<file path="src/rtl/lvds_rx_frame_align.sv">
// LVDS receiver frame aligner.
// Watches the frame-clock lane (lane 8) of a 9-lane x 6-bit deserializer and
// issues bit-slip pulses until the lane shows FRAME_PATTERN for LOCK_COUNT
// consecutive words. Once locked, it tolerates up to LOSS_COUNT-1 consecutive
// bad words before dropping back to re-checking. Lanes 0-7 are passed through
// with one register stage.
module lvds_rx_frame_align #(
   parameter logic [5:0]  FRAME_PATTERN      = 6'b111000,
   parameter int unsigned ALIGN_PULSE_CYCLES = 2,
   parameter int unsigned SETTLE_CYCLES      = 4,
   parameter int unsigned LOCK_COUNT         = 16,
   parameter int unsigned LOSS_COUNT         = 4,
   parameter int unsigned MAX_SLIPS          = 12
) (
   input  logic        rx_clk,
   input  logic        reset,
   input  logic        rx_locked,
   input  logic [53:0] rx_data,
   output logic        rx_data_align,
   output logic        aligned,
   output logic [47:0] data_out,
   output logic        data_valid,
   output logic [3:0]  slip_count,
   output logic        align_err
);

   // Counter widths follow their terminal counts so each can hold its limit.
   localparam int unsigned MATCH_W  = $clog2(LOCK_COUNT + 1);
   localparam int unsigned LOSS_W   = $clog2(LOSS_COUNT + 1);
   localparam int unsigned PULSE_W  = $clog2(ALIGN_PULSE_CYCLES + 1);
   localparam int unsigned SETTLE_W = $clog2(SETTLE_CYCLES + 1);

   localparam logic [MATCH_W-1:0]  MATCH_LAST  = MATCH_W'(LOCK_COUNT - 1);
   localparam logic [MATCH_W-1:0]  MATCH_MAX   = MATCH_W'(LOCK_COUNT);
   localparam logic [LOSS_W-1:0]   LOSS_LAST   = LOSS_W'(LOSS_COUNT - 1);
   localparam logic [LOSS_W-1:0]   LOSS_MAX    = LOSS_W'(LOSS_COUNT);
   localparam logic [PULSE_W-1:0]  PULSE_LAST  = PULSE_W'(ALIGN_PULSE_CYCLES - 1);
   localparam logic [SETTLE_W-1:0] SETTLE_LAST = SETTLE_W'(SETTLE_CYCLES - 1);

   typedef enum logic [2:0] {
      StIdle,
      StCheck,
      StSlip,
      StSettle,
      StLocked
   } state_t;

   state_t              state_q, state_d;
   logic [MATCH_W-1:0]  match_q, match_d;
   logic [LOSS_W-1:0]   loss_q, loss_d;
   logic [PULSE_W-1:0]  pulse_q, pulse_d;
   logic [SETTLE_W-1:0] settle_q, settle_d;
   logic [3:0]          slip_q, slip_d;
   logic                err_q, err_d;
   logic                aligned_q, aligned_d;
   logic                align_q;
   logic                valid_q;
   logic [47:0]         data_q;
   logic                frame_match;
   logic                slip_wrap;

   assign frame_match = (rx_data[53:48] == FRAME_PATTERN);

   // The slip that brings the count to MAX_SLIPS wraps it to zero and flags the error.
   assign slip_wrap = ((32'(slip_q) + 32'd1) == 32'(MAX_SLIPS));

   // State and counter registers.
   always_ff @(posedge rx_clk or posedge reset) begin
      if (reset) begin
         state_q   <= StIdle;
         match_q   <= '0;
         loss_q    <= '0;
         pulse_q   <= '0;
         settle_q  <= '0;
         slip_q    <= '0;
         err_q     <= 1'b0;
         aligned_q <= 1'b0;
      end else begin
         state_q   <= state_d;
         match_q   <= match_d;
         loss_q    <= loss_d;
         pulse_q   <= pulse_d;
         settle_q  <= settle_d;
         slip_q    <= slip_d;
         err_q     <= err_d;
         aligned_q <= aligned_d;
      end
   end

   // Next-state and counter update; loss of PLL lock overrides everything else.
   always_comb begin
      state_d   = state_q;
      match_d   = match_q;
      loss_d    = loss_q;
      pulse_d   = pulse_q;
      settle_d  = settle_q;
      slip_d    = slip_q;
      err_d     = err_q;
      aligned_d = aligned_q;

      if (!rx_locked) begin
         state_d   = StIdle;
         match_d   = '0;
         loss_d    = '0;
         pulse_d   = '0;
         settle_d  = '0;
         slip_d    = '0;
         aligned_d = 1'b0;
      end else begin
         unique case (state_q)
            StIdle: begin
               match_d  = '0;
               loss_d   = '0;
               slip_d   = '0;
               settle_d = '0;
               state_d  = StSettle;
            end

            // Deserializer output is ignored while it settles after a slip.
            StSettle: begin
               if (settle_q == SETTLE_LAST) begin
                  settle_d = '0;
                  state_d  = StCheck;
               end else begin
                  settle_d = settle_q + 1'b1;
               end
            end

            StCheck: begin
               if (frame_match) begin
                  match_d = (match_q == MATCH_MAX) ? match_q : match_q + 1'b1;
                  if (match_q == MATCH_LAST) begin
                     loss_d    = '0;
                     aligned_d = 1'b1;
                     state_d   = StLocked;
                  end
               end else begin
                  match_d = '0;
                  pulse_d = '0;
                  state_d = StSlip;
                  if (slip_wrap) begin
                     slip_d = '0;
                     err_d  = 1'b1;
                  end else if (slip_q != 4'hf) begin
                     slip_d = slip_q + 1'b1;
                  end
               end
            end

            StSlip: begin
               if (pulse_q == PULSE_LAST) begin
                  pulse_d  = '0;
                  settle_d = '0;
                  state_d  = StSettle;
               end else begin
                  pulse_d = pulse_q + 1'b1;
               end
            end

            StLocked: begin
               if (frame_match) begin
                  loss_d = '0;
               end else if (loss_q == LOSS_LAST) begin
                  loss_d    = '0;
                  match_d   = '0;
                  aligned_d = 1'b0;
                  state_d   = StCheck;
               end else begin
                  loss_d = (loss_q == LOSS_MAX) ? loss_q : loss_q + 1'b1;
               end
            end

            default: begin
               state_d = StIdle;
            end
         endcase
      end
   end

   // Registered outputs: slip request follows the next state so it is high
   // exactly for the cycles spent in SLIP; data path is a plain pipeline stage.
   always_ff @(posedge rx_clk or posedge reset) begin
      if (reset) begin
         align_q <= 1'b0;
         valid_q <= 1'b0;
         data_q  <= '0;
      end else begin
         align_q <= (state_d == StSlip);
         valid_q <= (state_q == StLocked) && frame_match;
         data_q  <= rx_data[47:0];
      end
   end

   assign rx_data_align = align_q;
   assign aligned       = aligned_q;
   assign data_out      = data_q;
   assign data_valid    = valid_q;
   assign slip_count    = slip_q;
   assign align_err     = err_q;

endmodule

</file>
<file path="config.mk">
export PLATFORM = sky130hd
export DESIGN_NAME = lvds_rx_frame_align
export DESIGN_NICKNAME = d
export VERILOG_FILES = /design/src/rtl/lvds_rx_frame_align.sv
export SDC_FILE = /design/constraint.sdc
export NUM_CORES = 1
export LEC_CHECK = 0
export ABC_AREA = 1
export BUFFER_PORTS_ARGS = -buffer_cell sky130_fd_sc_hd__buf_2
export CORE_ASPECT_RATIO = 1.75
export CORE_MARGIN = 5
export CORE_UTILIZATION = 51
export CTS_CLUSTER_SIZE = 25
export DETAILED_ROUTE_END_ITERATION = 10
export PLACE_DENSITY = 0.91
export SYNTH_ARGS = -nofsm -noshare
export SYNTH_HDL_FRONTEND = slang
export SYNTH_SLANG_ARGS = --single-unit
</file>
<file path="constraint.sdc">
create_clock -name rx_clk -period 3.6 [get_ports rx_clk]
set_input_delay 0.72 -clock rx_clk [delete_from_list [all_inputs] [get_ports rx_clk]]
set_output_delay 0.72 -clock rx_clk [all_outputs]
set_load 0.02 [all_outputs]
</file>
==> flow_metrics.py <==
metrics = {
    "clock_tree": {
        "cts_buffers": 9,
        "htree_levels": 3,
        "clk_latency_ns": 0.33,
        "cts_max_path_buffers": 2,
        "clock-sinks": 72,
        "clkTransAtPathRegs_ns": 0.08,
        "root_buffer": "clkbuf_8",
        "cts-hold-fix-buffers": 0,
        "cts_tree": "built",
        "postCtsSetupBuffers": 0,
        "ctsResizeCount": 0,
    },
    "synthesis": {
        "synthTopCellsByCount": "dfrtp_1, nand2_1, nand3_1",
        "async_flop_share_pct": 100,
        "synth-edff-count": 0,
        "synth_top_cell_area_share_pct": 65.8,
        "ys_ff_latch": 72,
        "avgSynthCellArea_um2": 11.1,
        "syn_inst": 246,
        "synth_fp_nets": 311,
        "ys_types": 32,
        "synth_area_um2": 2740,
        "yosys-top-cells-area": "dfrtp_1, nand2_1, nand3_1",
        "synthFlopType": "dfrtp_1",
        "yosys.area.top_type": "dfrtp_1",
        "yosysSeqAreaShare_pct": 65.8,
        "synth_most_common_cell": "dfrtp_1",
        "ys_warn_count": 0,
    },
    "worst_setup_path": {
        "slowest_delay_ns": 0.42,
        "arrival_ns": 1.97,
        "crit_slowest_cell": "dfrtp_1",
        "crit_chain": "ha_1, nand2_1, nor2_1, ha_1, nand4_1, a21oi_1, nand3_1, nand2_1",
        "worst-path-max-fanout": 4,
        "worstSetupStartpointType": "flip-flop",
        "critPathKind": "reg2reg",
        "cp.required_ns": 3.87,
        "path_delay_family": "simple AND/OR/NAND/NOR gates",
        "path_buf_inv": 0,
        "crit_path_end_kind": "flip-flop",
    },
    "layout": {
        "stdcell_area_um2": 3570,
        "synthToLayoutAreaGrowth_pct": 30.2,
        "drive_gt1_share_pct": 40.9,
        "num_antenna_cells": 0,
        "fill_cells": 410,
        "fin_nets": 435,
    },
    "sta": {
        "period_share_pct": 47.4,
        "fin_crit_ns": 1.71,
        "maxSlewHeadroom_pct": 64.0,
        "setup_viol": 0,
        "fmaxAchievable_mhz": 586,
        "worst_pin_slew_ns": 0.539,
        "drv_slew": 0,
        "hold_viol_final": 0,
        "rsz0062_at_grt": "no",
        "fin_tns_setup_ns": 0,
        "skew_ns": 0.0121,
    },
    "routing": {
        "dr_total_vias": 2150,
        "drt_iter0_drc": 102,
        "drtPass1Iterations": 5,
        "wl_mm": 6.45,
        "detail-route-antenna-nets": 0,
        "drc": 0,
        "vias_per_cell": 5.01,
        "wl_per_cell_um": 15.0,
    },
    "floorplanning": {
        "ioPinCount": 113,
        "die_h_um": 107,
        "die_w_um": 65.4,
        "core_um2": 5260,
        "num_rows": 35,
        "start_util_pct": 52.1,
        "dieArea_um2": 7000,
    },
    "pwr": {
        "p_leak_nw": 1.95,
        "power_density_nw_per_um2": 470,
        "ir_worst_vdd_v": 0.000330,
    },
    "global_route": {
        "grt_pass1_vias": 2328,
        "grt_overflow_total": 0,
        "antenna_found_initial": 0,
        "grt_usage_pct": 20.2,
        "grt_pass1_wl_mm": 10.6,
        "grt_max_degree": 27,
    },
    "placement": {
        "io_buffers": 112,
        "placed_area_um2": 3380,
        "routabilityCongestion": 0.906,
        "hpwl_mm": 5.00,
    },
    "worst_hold_path": {
        "hp-class": "in2async",
    },
    "flow_run": {
        "max_cap_viol_count": 0,
    },
    "run_status": {
        "status": "complete, no violations",
    },
}
## through the flow
stage	hold slack (ns)	utilization, %	setup WS [ns]	cells	total power [mW]
finish	0.421	67.9	1.89	429	1.68
global route	0.464	67.9	1.68	429	1.76
CTS	0.426	67.9	1.89	429	1.70
detailed placement	0.467	64.3	1.75	414	1.09
global placement	0.462	64.3	1.81	414	1.08
floorplan	0.458	-	1.06	246	1.00
## cell usage in the layout, fill, tap and decap left out, types with 4 or more instances in the layout
| cell | instances |
|---|---|
| dfrtp_1 | 72 |
| nand3_2 | 4 |
| inv_1 | 22 |
| clkbuf_8 | 9 |
| ha_1 | 8 |
| a21oi_1 | 6 |
| nor2_2 | 5 |
| inv_2 | 6 |
| nand2_1 | 49 |
| nor2_1 | 20 |
| nand3_1 | 25 |
| buf_2 | 112 |
## logic make-up after synthesis
group	share of synthesized area, %
DFF	65.8
xor gates and xnor gates	0.959
buffers and inverters	4.11
AOI/OAI and AO/OA	3.52
and+or+nand+nor	22.0
adders and majority gates	3.65
## worst reg2reg max path, stage by stage (launching register included)
cell     delay, ns
dfrtp_1       0.42
ha_1          0.21
nand2_1       0.06
nor2_1        0.11
ha_1          0.21
nand4_1       0.14
a21oi_1       0.29
nand3_1       0.13
nand2_1       0.07
## sequential cells by signal, indices dropped and copies added, names as in the netlist
name,flops
slip_count,4
align_err,1
loss_q,3
settle_q,3
data_valid,1
match_q,5
state_q,3
aligned,1
rx_data_align,1
data_out,48
pulse_q,2
## worst paths after layout
path | from | endpoint | slack [ns] | cells past startpoint
setup / recovery | match_q[0] | loss_q[1] | 1.89 | 8
hold / removal | reset | data_out[7] | 0.42 | 2
setup reg to reg | match_q[0] | loss_q[1] | 1.89 | 8
hold reg to reg | align_err | align_err | 0.49 | 1
max in group asynchronous | reset | data_out[8] | 2.46 | 3
min in group rx_clk | rx_data[23] | data_out[23] | 0.49 | 1
## cell type report
type	instances	area (um^2)	area share (%)
clock buffer	10	128	3.58
clock inverter	5	58.8	1.65
inverter	29	109	3.05
multi-input combinational	144	826	23.1
sequential	72	1800	50.5
tap	55	68.8	1.93
timing repair buffer	114	576	16.1
## metal layers
layer,GRT usage [%],wire [um]
met2,36.8,3730
met5,0,0
met4,12.3,240
met1,19.5,2160
met3,5.24,316
## power by group
part / internal (mW) / leakage, nW / switching (mW)
registers: 0.846 / 0.888 / 0.0168
logic: 0.0713 / 0.969 / 0.139
clock network: 0.316 / 0.0883 / 0.288
Power figures use the tool's default switching activity.
